`src/rtl/wrf_tx_arbiter.sv`:
```
// Packet-granular round-robin arbiter merging NUM_PORTS frame sources onto one WR fabric stream,
// with inter-frame gap insertion and an over-length frame watchdog.
module wrf_tx_arbiter #(
    parameter int unsigned NUM_PORTS       = 2,
    parameter int unsigned IFG_CYCLES      = 4,
    parameter int unsigned MAX_FRAME_WORDS = 760
) (
    input  logic                      wrf_clk,
    input  logic                      wrf_rst,
    input  logic [NUM_PORTS-1:0]      in_valid,
    input  logic [NUM_PORTS-1:0]      in_last,
    input  logic [16*NUM_PORTS-1:0]   in_data,
    output logic [NUM_PORTS-1:0]      in_ready,
    output logic                      wrf_valid,
    output logic                      wrf_last,
    output logic [15:0]               wrf_data,
    input  logic                      wrf_ready,
    output logic [1:0]                grant,
    output logic [15:0]               frame_cnt,
    output logic                      err_overlong
);

    typedef enum logic [1:0] {StIdle, StXfer, StDrop, StGap} state_e;

    localparam logic [10:0] TruncAt    = 11'(MAX_FRAME_WORDS - 1);
    localparam logic [7:0]  GapLoad    = (IFG_CYCLES == 0) ? 8'd0 : 8'(IFG_CYCLES - 1);
    localparam state_e      AfterFrame = (IFG_CYCLES == 0) ? StIdle : StGap;

    state_e      state_q, state_d;
    logic [1:0]  grant_q, grant_d;
    logic [1:0]  rr_q, rr_d;
    logic [15:0] frame_cnt_q, frame_cnt_d;
    logic        err_q, err_d;
    logic [10:0] word_cnt_q, word_cnt_d;
    logic [7:0]  gap_cnt_q, gap_cnt_d;

    logic                 sel_valid;
    logic                 sel_last;
    logic [15:0]          sel_data;
    logic [NUM_PORTS-1:0] grant_oh;
    logic                 found;
    logic [1:0]           pick;
    logic                 trunc;

    always_comb begin
        sel_valid = 1'b0;
        sel_last  = 1'b0;
        sel_data  = 16'h0;
        grant_oh  = '0;
        for (int p = 0; p < int'(NUM_PORTS); p++) begin
            if (grant_q == 2'(p)) begin
                sel_valid   = in_valid[p];
                sel_last    = in_last[p];
                sel_data    = in_data[16*p +: 16];
                grant_oh[p] = 1'b1;
            end
        end
    end

    // Scan from rr+1 so the most recently served port is considered last.
    always_comb begin
        found = 1'b0;
        pick  = 2'd0;
        for (int i = 1; i <= int'(NUM_PORTS); i++) begin
            for (int p = 0; p < int'(NUM_PORTS); p++) begin
                if (!found && in_valid[p] && ((int'(rr_q) + i) % int'(NUM_PORTS) == p)) begin
                    found = 1'b1;
                    pick  = 2'(p);
                end
            end
        end
    end

    assign trunc = (word_cnt_q == TruncAt);

    always_comb begin
        state_d     = state_q;
        grant_d     = grant_q;
        rr_d        = rr_q;
        frame_cnt_d = frame_cnt_q;
        err_d       = 1'b0;
        word_cnt_d  = word_cnt_q;
        gap_cnt_d   = gap_cnt_q;
        in_ready    = '0;
        wrf_valid   = 1'b0;
        wrf_last    = 1'b0;
        wrf_data    = 16'h0;
        case (state_q)
            StIdle: begin
                if (found) begin
                    grant_d    = pick;
                    word_cnt_d = 11'd0;
                    state_d    = StXfer;
                end
            end
            StXfer: begin
                wrf_valid = sel_valid;
                wrf_data  = sel_data;
                wrf_last  = sel_last | trunc;
                in_ready  = grant_oh & {NUM_PORTS{wrf_ready}};
                if (sel_valid && wrf_ready) begin
                    if (sel_last) begin
                        frame_cnt_d = frame_cnt_q + 16'd1;
                        rr_d        = grant_q;
                        word_cnt_d  = 11'd0;
                        gap_cnt_d   = GapLoad;
                        state_d     = AfterFrame;
                    end else if (trunc) begin
                        // Frame closed early on the output; the source tail is drained in DROP.
                        err_d       = 1'b1;
                        frame_cnt_d = frame_cnt_q + 16'd1;
                        word_cnt_d  = 11'd0;
                        state_d     = StDrop;
                    end else begin
                        word_cnt_d = word_cnt_q + 11'd1;
                    end
                end
            end
            StDrop: begin
                in_ready = grant_oh;
                if (sel_valid && sel_last) begin
                    rr_d      = grant_q;
                    gap_cnt_d = GapLoad;
                    state_d   = AfterFrame;
                end
            end
            StGap: begin
                if (gap_cnt_q == 8'd0) begin
                    state_d = StIdle;
                end else begin
                    gap_cnt_d = gap_cnt_q - 8'd1;
                end
            end
            default: state_d = StIdle;
        endcase
    end

    always_ff @(posedge wrf_clk) begin
        if (wrf_rst) begin
            state_q     <= StIdle;
            grant_q     <= 2'd0;
            rr_q        <= 2'd0;
            frame_cnt_q <= 16'd0;
            err_q       <= 1'b0;
            word_cnt_q  <= 11'd0;
            gap_cnt_q   <= 8'd0;
        end else begin
            state_q     <= state_d;
            grant_q     <= grant_d;
            rr_q        <= rr_d;
            frame_cnt_q <= frame_cnt_d;
            err_q       <= err_d;
            word_cnt_q  <= word_cnt_d;
            gap_cnt_q   <= gap_cnt_d;
        end
    end

    assign grant        = grant_q;
    assign frame_cnt    = frame_cnt_q;
    assign err_overlong = err_q;

endmodule

```
`config.mk`:
```
export PLATFORM = sky130hd
export DESIGN_NAME = wrf_tx_arbiter
export DESIGN_NICKNAME = d
export VERILOG_FILES = /design/src/rtl/wrf_tx_arbiter.sv
export SDC_FILE = /design/constraint.sdc
export NUM_CORES = 1
export LEC_CHECK = 0
export ABC_AREA = 0
export BUFFER_PORTS_ARGS = -buffer_cell sky130_fd_sc_hd__buf_2
export CORE_ASPECT_RATIO = 0.9
export CORE_UTILIZATION = 51
export DETAILED_ROUTE_END_ITERATION = 12
export GPL_ROUTABILITY_DRIVEN = 0
export GPL_TIMING_DRIVEN = 0
export PLACE_DENSITY = 0.9
export SYNTH_ARGS = -nofsm -noshare
export SYNTH_HDL_FRONTEND = slang
export SYNTH_SLANG_ARGS = --single-unit
```
`constraint.sdc`:
```
create_clock -name wrf_clk -period 2.7 [get_ports wrf_clk]
set_input_delay 0.54 -clock wrf_clk [delete_from_list [all_inputs] [get_ports wrf_clk]]
set_output_delay 0.54 -clock wrf_clk [all_outputs]
set_load 0.01 [all_outputs]
```
==> results_tabular.tex <==
\begin{tabular}{lr}
\hline
Metric & Value \\
\hline
\multicolumn{2}{l}{\textbf{Clock tree}} \\
CTS Hold Buffers Added & 0 \\
Number of setup buffers added after CTS & 0 \\
Buffer type at the clock tree root & clkbuf\_8 \\
Number of gates resized after CTS & 0 \\
Number of buffers created by CTS & 5 \\
TritonCTS clock tree & built \\
Clock Latency Late Sink & approximately 0.3 ns \\
Number of H-tree branching levels & 2 \\
Num Clock Sinks & 40 \\
Clock transition at path regs & 0.08 ns \\
Number of buffers between clock root and the deepest sink & 2 \\
\multicolumn{2}{l}{\textbf{STA}} \\
Rel. slew slack & 57.88\% \\
Fraction of the cycle the final worst path needs & 92.27\% \\
Worst Clk Skew & 0.005265 ns \\
Summed negative setup slack over all endpoints & 0 ns \\
Final Max Tran Viols & 0 \\
Achievable Freq & 401.4 MHz \\
Post-layout min period & 2.491 ns \\
RSZ-0062 raised after global routing & no \\
Final setup violating endpoints & 0 \\
Number of hold violations in the final report & 0 \\
Slew at the pin with the worst max-slew slack & around 0.63 ns \\
\multicolumn{2}{l}{\textbf{Route}} \\
Detailed Routing Iterations Pass 1 & 4 \\
Final routed DRC violation total & 0 \\
Detailed-route wire length per cell & 13.81 um \\
Met2 wire length & 3102 um \\
Vias per Instance & 5.433 \\
Total routed wirelength & 6119 um \\
Vias after detailed routing & 2407 \\
Post-Route M1 WL & 2683 um \\
Uppermost layer routed & met4 \\
Antenna Violating Nets Remaining & 0 \\
Routed met3 length & 255 um \\
Detailed Route Iter0 Violations & 150 \\
\multicolumn{2}{l}{\textbf{Logic synthesis}} \\
Yosys reg bits & 40 \\
Syn. warnings & 0 \\
Mean cell area of the mapped netlist & 8.135 sq um \\
Summed instance area of the synthesized netlist & 2432 sq um \\
Async SR Flop Fraction & 0\% \\
Number of different library cells in the post-synthesis netlist & 54 \\
Part of the Yosys area used for sequential elements & 32.92\% \\
Primary flip-flop cell chosen by synthesis mapping & dfxtp\_1 \\
Nets in the synthesized netlist & 347 \\
Count of flip-flops with a built-in enable after synthesis & 0 \\
Cell count after synthesis & 299 \\
\multicolumn{2}{l}{\textbf{Global routing}} \\
Antenna violations before repair & 0 \\
Overall track demand over capacity in global routing & roughly a quarter \\
Wire length of the first global-routing pass & slightly below 10000 um \\
Pin count of the biggest net entering global routing & 13 \\
Vias in the first global route & 2201 \\
Remaining Overflow, GRT & 0 \\
\multicolumn{2}{l}{\textbf{Final layout}} \\
Area of all sequential standard cells & $\sim$800 sq um \\
Area taken by multi-input logic gates & 1514 sq um \\
NumNets Final & 428 \\
Proportion of layout cells with a drive suffix above 1 & 26.25\% \\
Fillers & 374 \\
Number of antenna diodes & 0 \\
Area growth from synthesis to layout & 22.74\% \\
\multicolumn{2}{l}{\textbf{Floorplanning}} \\
Row count & 23 \\
Area enclosed by the die boundary & 5050 sq um \\
Die height & 67.52 um \\
Initial cell density of the core & 53.84\% \\
Core Footprint & 4518 sq um \\
Number of top-level design ports & 78 \\
Horizontal die dimension & around 75 um \\
\multicolumn{2}{l}{\textbf{Power}} \\
Share of total power in the clock network & 20.5\% \\
Proportion of power drawn by combinational gates & 46.7\% \\
Total Power & a little over 2 mW \\
Leak pwr & around 1.3 nW \\
Net switching component of the power & 0.8486 mW \\
Power per unit of standard cell area & 692.0 nW/um\^{}2 \\
Internal Power & about 1.2 mW \\
Register share of total power & 32.8\% \\
Switching fraction of total power & 41.08\% \\
Worst IR Drop VDD & 0.0003095 V \\
\multicolumn{2}{l}{\textbf{Critical path}} \\
Maximum fanout along the worst path & 10 \\
Critical Path Source Type & flip-flop \\
Worst flop-to-flop path startpoint & state\_q[1] \\
Reg2Reg Capture Point & gap\_cnt\_q[6] \\
Critical path class & flip-flop to primary output \\
Worst Reg2Reg Path Length in Cells & 7 \\
Crit path required time & 2.16 ns \\
Reg-to-reg setup timing slack & 0.35 ns \\
Setup crit end kind & primary output \\
Worst path arrival time & 1.95 ns \\
\multicolumn{2}{l}{\textbf{Place}} \\
Port bufs & 76 \\
Post-detail-place hpwl & about 4600 um \\
\multicolumn{2}{l}{\textbf{Min path}} \\
Kind of path behind the tightest hold check & flip-flop to flip-flop \\
Hold depth & 2 \\
Start point of the worst hold path & frame\_cnt[15] \\
Worst hold path endpoint & frame\_cnt[15] \\
\multicolumn{2}{l}{\textbf{Run status}} \\
Result of the run & complete, no violations \\
\multicolumn{2}{l}{\textbf{Flow run}} \\
Max-capacitance violation count & 0 \\
\hline
\end{tabular}
-- metrics by stage --
step / hold WS (ns) / std cells / util, % / worst slack, ns / cell area (sq um)
floorplan: 0.4570 / 299 / - / 0.6346 / 2432
global placement: 0.4625 / 437 / 63.97 / 0.2852 / 2890
detailed placement: 0.4814 / 437 / 63.97 / 0.2410 / 2890
CTS: 0.4920 / 444 / 65.97 / 0.04126 / 2980
global route: 0.5089 / 443 / 66.08 / 0.07192 / 2985
finish: 0.4905 / 443 / 66.08 / 0.2088 / 2985
-- layer usage --
layer	global-route usage [%]	vias to the layer above
met2	44.93	53
li1	-	1218
met3	6.866	9
met4	7.547	0
met5	0	-
met1	29.29	1127
-- placed cells by master, fill, tap and decap left out, drive strengths merged, types with 10 or more instances in the layout --
cell,netlist,final
nand3,10,10
nand2,27,27
dfxtp,40,40
buf,7,82
nor2,53,53
clkbuf,10,16
nor4,10,10
inv,12,12
mux2i,21,21
xnor2,12,12
-- power by group through the flow --
stage | Sequential [mW] | Clock [mW] | Combinational, mW
after floorplan | 0.680 | 0 | 0.689
after global placement | 0.686 | 0 | 0.917
after detailed placement | 0.689 | 0 | 0.948
after CTS | 0.676 | 0.428 | 0.955
after global routing | 0.683 | 0.453 | 1.08
final | 0.678 | 0.423 | 0.965
-- registers in the layout, summed over array words and instances, names as in the netlist --
register	flops
word_cnt_q	11
frame_cnt	16
state_q	2
gap_cnt_q	8
err_overlong	1
rr_q	1
grant	1
-- worst max-delay path by stage --
stage | startpoint | end | slack (ns)
4_1_cts | word_cnt_q[0] | wrf_last | 0.04
3_5_place_dp | state_q[1] | wrf_data[5] | 0.24
2_1_floorplan | grant[0] | wrf_last | 0.63
5_1_grt | word_cnt_q[0] | wrf_last | 0.07
3_3_place_gp | state_q[1] | wrf_data[7] | 0.29
6_report | word_cnt_q[0] | wrf_last | 0.21
-- synth_stat cells, drive strengths merged (3+ instances only) --
cell | n | share of area [%]
or2 | 4 | 1.0
nor4 | 10 | 3.2
and3 | 6 | 1.5
a21boi | 3 | 0.93
ha | 9 | 4.6
nand2 | 27 | 4.3
clkbuf | 10 | 1.5
dfxtp | 40 | 33
mux2i | 21 | 8.6
o32ai | 3 | 1.1
inv | 12 | 1.9
o41ai | 3 | 1.1
nor2 | 53 | 8.2
a311oi | 3 | 1.1
a21oi | 9 | 1.9
and4 | 3 | 1.1
xnor2 | 12 | 4.3
nand4 | 9 | 2.3
xor2 | 9 | 3.2
buf | 7 | 1.7
nand3 | 10 | 2.1
-- critical path, cell delays in order (launching register included) --
cell	delay, ns
dfxtp_1	0.36
ha_1	0.27
and4bb_2	0.27
a31oi_2	0.28
clkbuf_2	0.27
nor2_1	0.06
buf_2	0.15
-- logic make-up (layout without fill, tap and decap cells) --
kind of cell / Yosys count / count (layout) / synth area share [%]
multiplexers: 22 / 22 / 9.105
buffers and inverters: 29 / 111 / 5.092
AND/OR/NAND/NOR: 139 / 139 / 29.17
AO/OA/AOI/OAI: 38 / 38 / 11.37
flip-flops: 40 / 40 / 32.92
XOR/XNOR: 21 / 21 / 7.562
other: 1 / 1 / 0.1542
adder cells (fa/ha/maj): 9 / 9 / 4.630
-- final cells by class --
type,count,share of cell area (%)
repair buffers,76,12.74
well taps,62,2.598
plain buffers,15,2.473
inverters,12,1.509
clock inverters,1,0.2515
multi-input cells,230,50.71
flip-flops and latches,40,26.82
clock buffers,7,2.892
Power figures use the tool's default switching activity.
